--- config.mk ---
export PLATFORM = sky130hd
export DESIGN_NAME = lights_sequencer
export DESIGN_NICKNAME = d
export VERILOG_FILES = /design/src/rtl/lights_pkg.sv /design/src/rtl/button_conditioner.sv /design/src/rtl/lights_sequencer.sv
export SDC_FILE = /design/constraint.sdc
export NUM_CORES = 1
export LEC_CHECK = 0
export BUFFER_PORTS_ARGS = -buffer_cell sky130_fd_sc_hd__buf_2
export CORE_MARGIN = 5
export CORE_UTILIZATION = 35
export CTS_BUF_LIST = sky130_fd_sc_hd__clkbuf_4 sky130_fd_sc_hd__clkbuf_8 sky130_fd_sc_hd__clkbuf_16
export DETAILED_ROUTE_END_ITERATION = 12
export GPL_TIMING_DRIVEN = 0
export PLACE_DENSITY = 0.56
export SYNTH_ARGS = -nofsm -noshare
export SYNTH_HDL_FRONTEND = slang
export SYNTH_SLANG_ARGS = --single-unit
--- constraint.sdc ---
create_clock -name clk -period 3.7 [get_ports clk]
set_input_delay 0.74 -clock clk [delete_from_list [all_inputs] [get_ports clk]]
set_output_delay 0.74 -clock clk [all_outputs]
set_load 0.02 [all_outputs]
--- src/rtl/lights_pkg.sv ---
// rtl/lights_pkg.sv - mode encodings, colour range and colour-step helper for the lights sequencer
package lights_pkg;

   typedef enum logic [1:0] {
      WHITE  = 2'b00,
      MANUAL = 2'b01,
      AUTO   = 2'b10,
      PAUSE  = 2'b11
   } mode_t;

   localparam logic [2:0] COL_FIRST = 3'd1;
   localparam logic [2:0] COL_LAST  = 3'd6;

   // Next selector colour; anything at or past the last colour wraps to the first.
   function automatic logic [2:0] next_col(input logic [2:0] col);
      return (col >= COL_LAST) ? COL_FIRST : col + 3'd1;
   endfunction

endpackage

--- src/rtl/button_conditioner.sv ---
// rtl/button_conditioner.sv - 2-flop sync, optional debounce filter (DEBOUNCE_EN), rising-edge pulse
module button_conditioner #(
   parameter int DEB_CYCLES = 8
) (
   input  logic clk,
   input  logic rst,
   input  logic btn,
   output logic rise
);

   logic sync0;
   logic sync1;
   logic level;
   logic level_prev;

   if (DEB_CYCLES < 2) begin : g_deb_check
      $error("button_conditioner: DEB_CYCLES must be at least 2");
   end

   // Bring the raw asynchronous button into the clock domain.
   always_ff @(posedge clk) begin
      if (rst) begin
         sync0 <= 1'b0;
         sync1 <= 1'b0;
      end else begin
         sync0 <= btn;
         sync1 <= sync0;
      end
   end

`ifdef DEBOUNCE_EN
   localparam int DW = (DEB_CYCLES > 2) ? $clog2(DEB_CYCLES) : 1;
   localparam logic [DW-1:0] DEB_LAST = DW'(DEB_CYCLES - 1);

   logic [DW-1:0] deb_cnt;
   logic          deb_level;

   // Flip the filtered level only after DEB_CYCLES consecutive samples disagree with it.
   always_ff @(posedge clk) begin
      if (rst) begin
         deb_cnt   <= '0;
         deb_level <= 1'b0;
      end else if (sync1 == deb_level) begin
         deb_cnt <= '0;
      end else if (deb_cnt == DEB_LAST) begin
         deb_level <= sync1;
         deb_cnt   <= '0;
      end else begin
         deb_cnt <= deb_cnt + 1'b1;
      end
   end

   assign level = deb_level;
`else
   assign level = sync1;
`endif

   // One registered pulse per 0->1 transition of the conditioned level.
   always_ff @(posedge clk) begin
      if (rst) begin
         level_prev <= 1'b0;
         rise       <= 1'b0;
      end else begin
         level_prev <= level;
         rise       <= level & ~level_prev;
      end
   end

endmodule

--- src/rtl/lights_sequencer.sv ---
// rtl/lights_sequencer.sv - button-driven sel/step controller with auto-cycle and colour mirror; DEBOUNCE_EN enables button filtering
module lights_sequencer
   import lights_pkg::*;
#(
   parameter int DWELL_CYCLES = 16,
   parameter int DEB_CYCLES   = 8
) (
   input  logic       clk,
   input  logic       rst,
   input  logic       btn_mode,
   input  logic       btn_step,
   output logic       sel,
   output logic       step,
   output logic [1:0] mode,
   output logic [2:0] col_idx
);

   localparam int CW = (DWELL_CYCLES > 2) ? $clog2(DWELL_CYCLES) : 1;
   localparam logic [CW-1:0] CNT_LAST = CW'(DWELL_CYCLES - 1);

   if (DWELL_CYCLES < 2) begin : g_dwell_check
      $error("lights_sequencer: DWELL_CYCLES must be at least 2");
   end

   mode_t         state;
   logic [CW-1:0] cnt;
   logic          mode_rise;
   logic          step_rise;

   button_conditioner #(.DEB_CYCLES(DEB_CYCLES)) u_mode_btn (
      .clk  (clk),
      .rst  (rst),
      .btn  (btn_mode),
      .rise (mode_rise)
   );

   button_conditioner #(.DEB_CYCLES(DEB_CYCLES)) u_step_btn (
      .clk  (clk),
      .rst  (rst),
      .btn  (btn_step),
      .rise (step_rise)
   );

   // Mode FSM with dwell counter and colour mirror; mode edges always win over step edges.
   always_ff @(posedge clk) begin
      if (rst) begin
         state   <= WHITE;
         sel     <= 1'b0;
         step    <= 1'b0;
         col_idx <= COL_FIRST;
         cnt     <= '0;
      end else begin
         step <= 1'b0;
         case (state)
            WHITE: begin
               if (mode_rise) begin
                  state <= MANUAL;
                  sel   <= 1'b1;
               end
            end
            MANUAL: begin
               if (mode_rise) begin
                  state <= AUTO;
                  cnt   <= '0;
               end else if (step_rise) begin
                  step    <= 1'b1;
                  col_idx <= next_col(col_idx);
               end
            end
            AUTO: begin
               if (mode_rise) begin
                  state <= WHITE;
                  sel   <= 1'b0;
               end else if (step_rise) begin
                  state <= PAUSE;
               end else if (cnt == CNT_LAST) begin
                  step    <= 1'b1;
                  col_idx <= next_col(col_idx);
                  cnt     <= '0;
               end else begin
                  cnt <= cnt + 1'b1;
               end
            end
            PAUSE: begin
               if (mode_rise) begin
                  state <= WHITE;
                  sel   <= 1'b0;
               end else if (step_rise) begin
                  state <= AUTO;
               end
            end
         endcase
      end
   end

   assign mode = state;

endmodule

==> out/qor_table.md <==
| Item | Reported |
| --- | --- |
| Total die area | 0.003538 mm2 |
| Fill cell count | 248 |
| Residual DRC | 0 |
| Final standard cell area without fillers | 974.7 um2 |
| Most common cell in the synthesized netlist | sky130_fd_sc_hd__dfxtp_1 |
| Clk root buf | sky130_fd_sc_hd__clkbuf_4 |
| Required @ worst endpoint | 3.88 ns |
| Fmax | 533.0 MHz |
| Min setup slack post-route | 1.824 ns |
| Number of instances on the worst hold path | 1 |
| Die W | 59.49 um |
| Number of standard cells in the final layout excluding fillers | 130 |
| Number of clock sinks | 19 |
| Top register by number of flip-flops | cnt |
| I/O Pins | 11 |
| Total setup buffers inserted after CTS | 0 |
| Fraction of layout instances using a drive strength above 1 | 19.00% |
| Worst-Margin Slew | 0.4648 ns |
| Seq/Total Area, Yosys | 44.38% |
| Sum of net half-perimeters after detailed placement | 1036 um |
| Total congestion overflow after global routing | 0 |
| Wire length of the first global-routing pass | 2615 um |
| Clock Latency Late Sink | 0.30 ns |
| Distinct cells, synth | 31 |
| Run status | finished, final reports clean |
| Final setup fails | 0 |
| Depth of the most critical reg-to-reg path | 6 |
| Largest net degree at the start of global routing | 11 |
| Capturing element type of the critical path | register |
| Count of endpoints failing hold in the final timing report | 0 |
| Cells resized by post-CTS repair | 0 |
| Post-synthesis to final-layout area growth | 13.72% |
| Total negative slack | 0 ns |
| Clock buffer depth | 2 |
| Setup CP Type | reg -> reg |
| Slew HR | 69.02% |
| Rows | 18 |
| Number of enable-type register cells in the synthesized netlist | 0 |
| Final Wtd Congestion | 0.8271 |
| Length of the first detailed-routing pass in iterations | 3 |
| Leading cell types by total area after synthesis | sky130_fd_sc_hd__dfxtp_1 (44%), sky130_fd_sc_hd__ha_1 (10%), sky130_fd_sc_hd__nor2b_1 (5.8%), sky130_fd_sc_hd__a21oi_1 (3.5%), sky130_fd_sc_hd__nand4b_1 (3.1%) |
| CTS tree | yes |
| Height of the die | 59.49 um |
| Worst-case clock skew | 0.006176 ns |
| Portion of the clock cycle consumed by the worst path in the final layout | 50.71% |
| Core Region | 0.002410 mm2 |
| Post-Place Cells | 126 |
| Maximum Capacitance Violations | 0 |
| Post-Synthesis Net Count | 97 |
| Utilization of the core after routing | 40.45% |
| Async set-reset flop share out of synthesis | 0% |
| Number of antenna-violating nets in the routed design | 0 |
| Number of instances in the synthesized netlist | 86 |
| Deepest level of the CTS H-tree | 1 |
| Number of vias in the routed layout | 657 |
| Power per cell area | 504.8 mW/mm2 |
| Starting density of the core | 35.57% |
| Number of I/O port buffers | 10 |
| Area post-placement | 944.7 um2 |
| Iteration-0 DRC Markers | 24 |
| Count of warnings emitted by yosys | 0 |
| Number of inserted diodes | 0 |
| Critical path startpoint category | register |
| Cell Area, Synth | 857.1 um2 |
| Leakage power summed over all cells | 0.4035 nW |
| Total clock buffers created by CTS | 3 |
| Number of max-slew violations in the final report | 0 |
| Mean instance size in the synthesized netlist | 9.966 um2 |
| Clock transition at path regs | 0.11 ns |
| Initial antenna violation count | 0 |
| Number of flip-flops in the largest register | 4 |
| Peak supply drop | 0.3045 mV |
| Most area-hungry cell type in the Yosys netlist | sky130_fd_sc_hd__dfxtp_1 |
| Avg WL per Cell | 11.04 um |
| FF+latch count, synth | 19 |
| Global-route total usage across every layer | 9.951% |
| Area share of the largest cell type after synthesis | 44.38% |
| Worst slack at placement | 1.837 ns |
| Synth top cells by count | sky130_fd_sc_hd__dfxtp_1 (19), sky130_fd_sc_hd__nor2b_1 (8), sky130_fd_sc_hd__ha_1 (7), sky130_fd_sc_hd__a21oi_1 (6), sky130_fd_sc_hd__nand2_1 (6) |
| Final WL | 1435 um |
| Unrepaired setup endpoints after global routing | false |
| Count of hold buffers inserted by post-cts repair | 0 |
| Number of vias per cell | 5.054 |
| Crit path max fanout | 7 |
| Layout net count | 112 |
| Time the worst path needs with I/O delays and setup | 1.876 ns |
| Data arrival time at the worst-slack endpoint | 2.06 ns |
| Flip-flop cell with the highest count after synthesis | sky130_fd_sc_hd__dfxtp_1 |
| Number of global-route vias before repair | 631 |
| Hold/Removal Path Class | reg -> reg |
## cell usage in the layout, fill, tap and decap left out, drive strengths merged
master  count
dfxtp      19
buf        11
nor2b       8
ha          7
a21oi       6
nand2       6
clkbuf      5
inv         4
nor2        4
o21ai       3
nand4b      3
nor3        3
and3        2
o21bai      2
a211oi      2
nor4b       2
a2111o      1
nand3       1
and3b       1
nor4bb      1
a41o        1
nor3b       1
o211a       1
or3         1
and2        1
mux2i       1
xor2        1
a221oi      1
a31oi       1
## report_power, final
part / internal [mW] / switching (mW) / leakage, nW
logic: 0.0580 / 0.0797 / 0.230
registers: 0.223 / 0.0182 / 0.155
clock network: 0.0494 / 0.0635 / 0.0184
total: 0.331 / 0.161 / 0.404
## critical path, stage by stage (launching register included)
cell and delay, ns:
sky130_fd_sc_hd__dfxtp_1 0.44, sky130_fd_sc_hd__inv_1 0.11, sky130_fd_sc_hd__ha_1 0.29, sky130_fd_sc_hd__nor4b_4 0.38, sky130_fd_sc_hd__a41o_2 0.31, sky130_fd_sc_hd__mux2i_1 0.19
sky130_fd_sc_hd__nor2_1 0.05
## per-stage QoR
stage / power (mW) / hold slack, ns
2_1_floorplan: 0.3498 / 0.3674
3_3_place_gp: 0.3846 / 0.3723
3_5_place_dp: 0.3857 / 0.3756
4_1_cts: 0.4992 / 0.3940
5_1_grt: 0.5324 / 0.4107
6_report: 0.4921 / 0.3914
## cell type report
cell class | count | area [um2] | area share [%]
Timing Repair Buffer | 10 | 50.05 | 5.135
Clock buffer | 4 | 30.03 | 3.081
Inverter | 4 | 15.01 | 1.540
Sequential cell | 19 | 380.4 | 39.02
Buffer | 2 | 8.758 | 0.8986
Multi-Input combinational cell | 61 | 452.9 | 46.47
Tap cell | 30 | 37.54 | 3.851
## routing by layer
layer / vias to the layer above / share of wire (%) / GRT usage, %
met1: 305 / 47 / 11.20
met2: 10 / 47 / 15.91
met4: 0 / 2.4 / 6.796
met5: - / 0 / 0
li1: 338 / - / -
met3: 4 / 4.1 / 3.050
## cell families (layout without fill, tap and decap cells)
kind of cell | count (synthesis) | in the layout | share of synthesized area [%]
buffers and inverters | 6 | 20 | 2.772
AND/OR/NAND/NOR | 34 | 34 | 26.13
adder cells (fa/ha/maj) | 7 | 7 | 10.22
multiplexers | 1 | 1 | 1.168
XOR/XNOR | 1 | 1 | 1.022
AO/OA/AOI/OAI | 18 | 18 | 14.31
flip-flops | 19 | 19 | 44.38
## final timing paths
path	from	to	slack [ns]
max	mode[1]	col_idx[1]	1.82
min	u_mode_btn.level_prev	u_mode_btn.rise	0.39
max reg2reg	mode[1]	col_idx[1]	1.82
min reg2reg	u_mode_btn.level_prev	u_mode_btn.rise	0.39
Note: power is estimated with default switching activity, not from simulation.
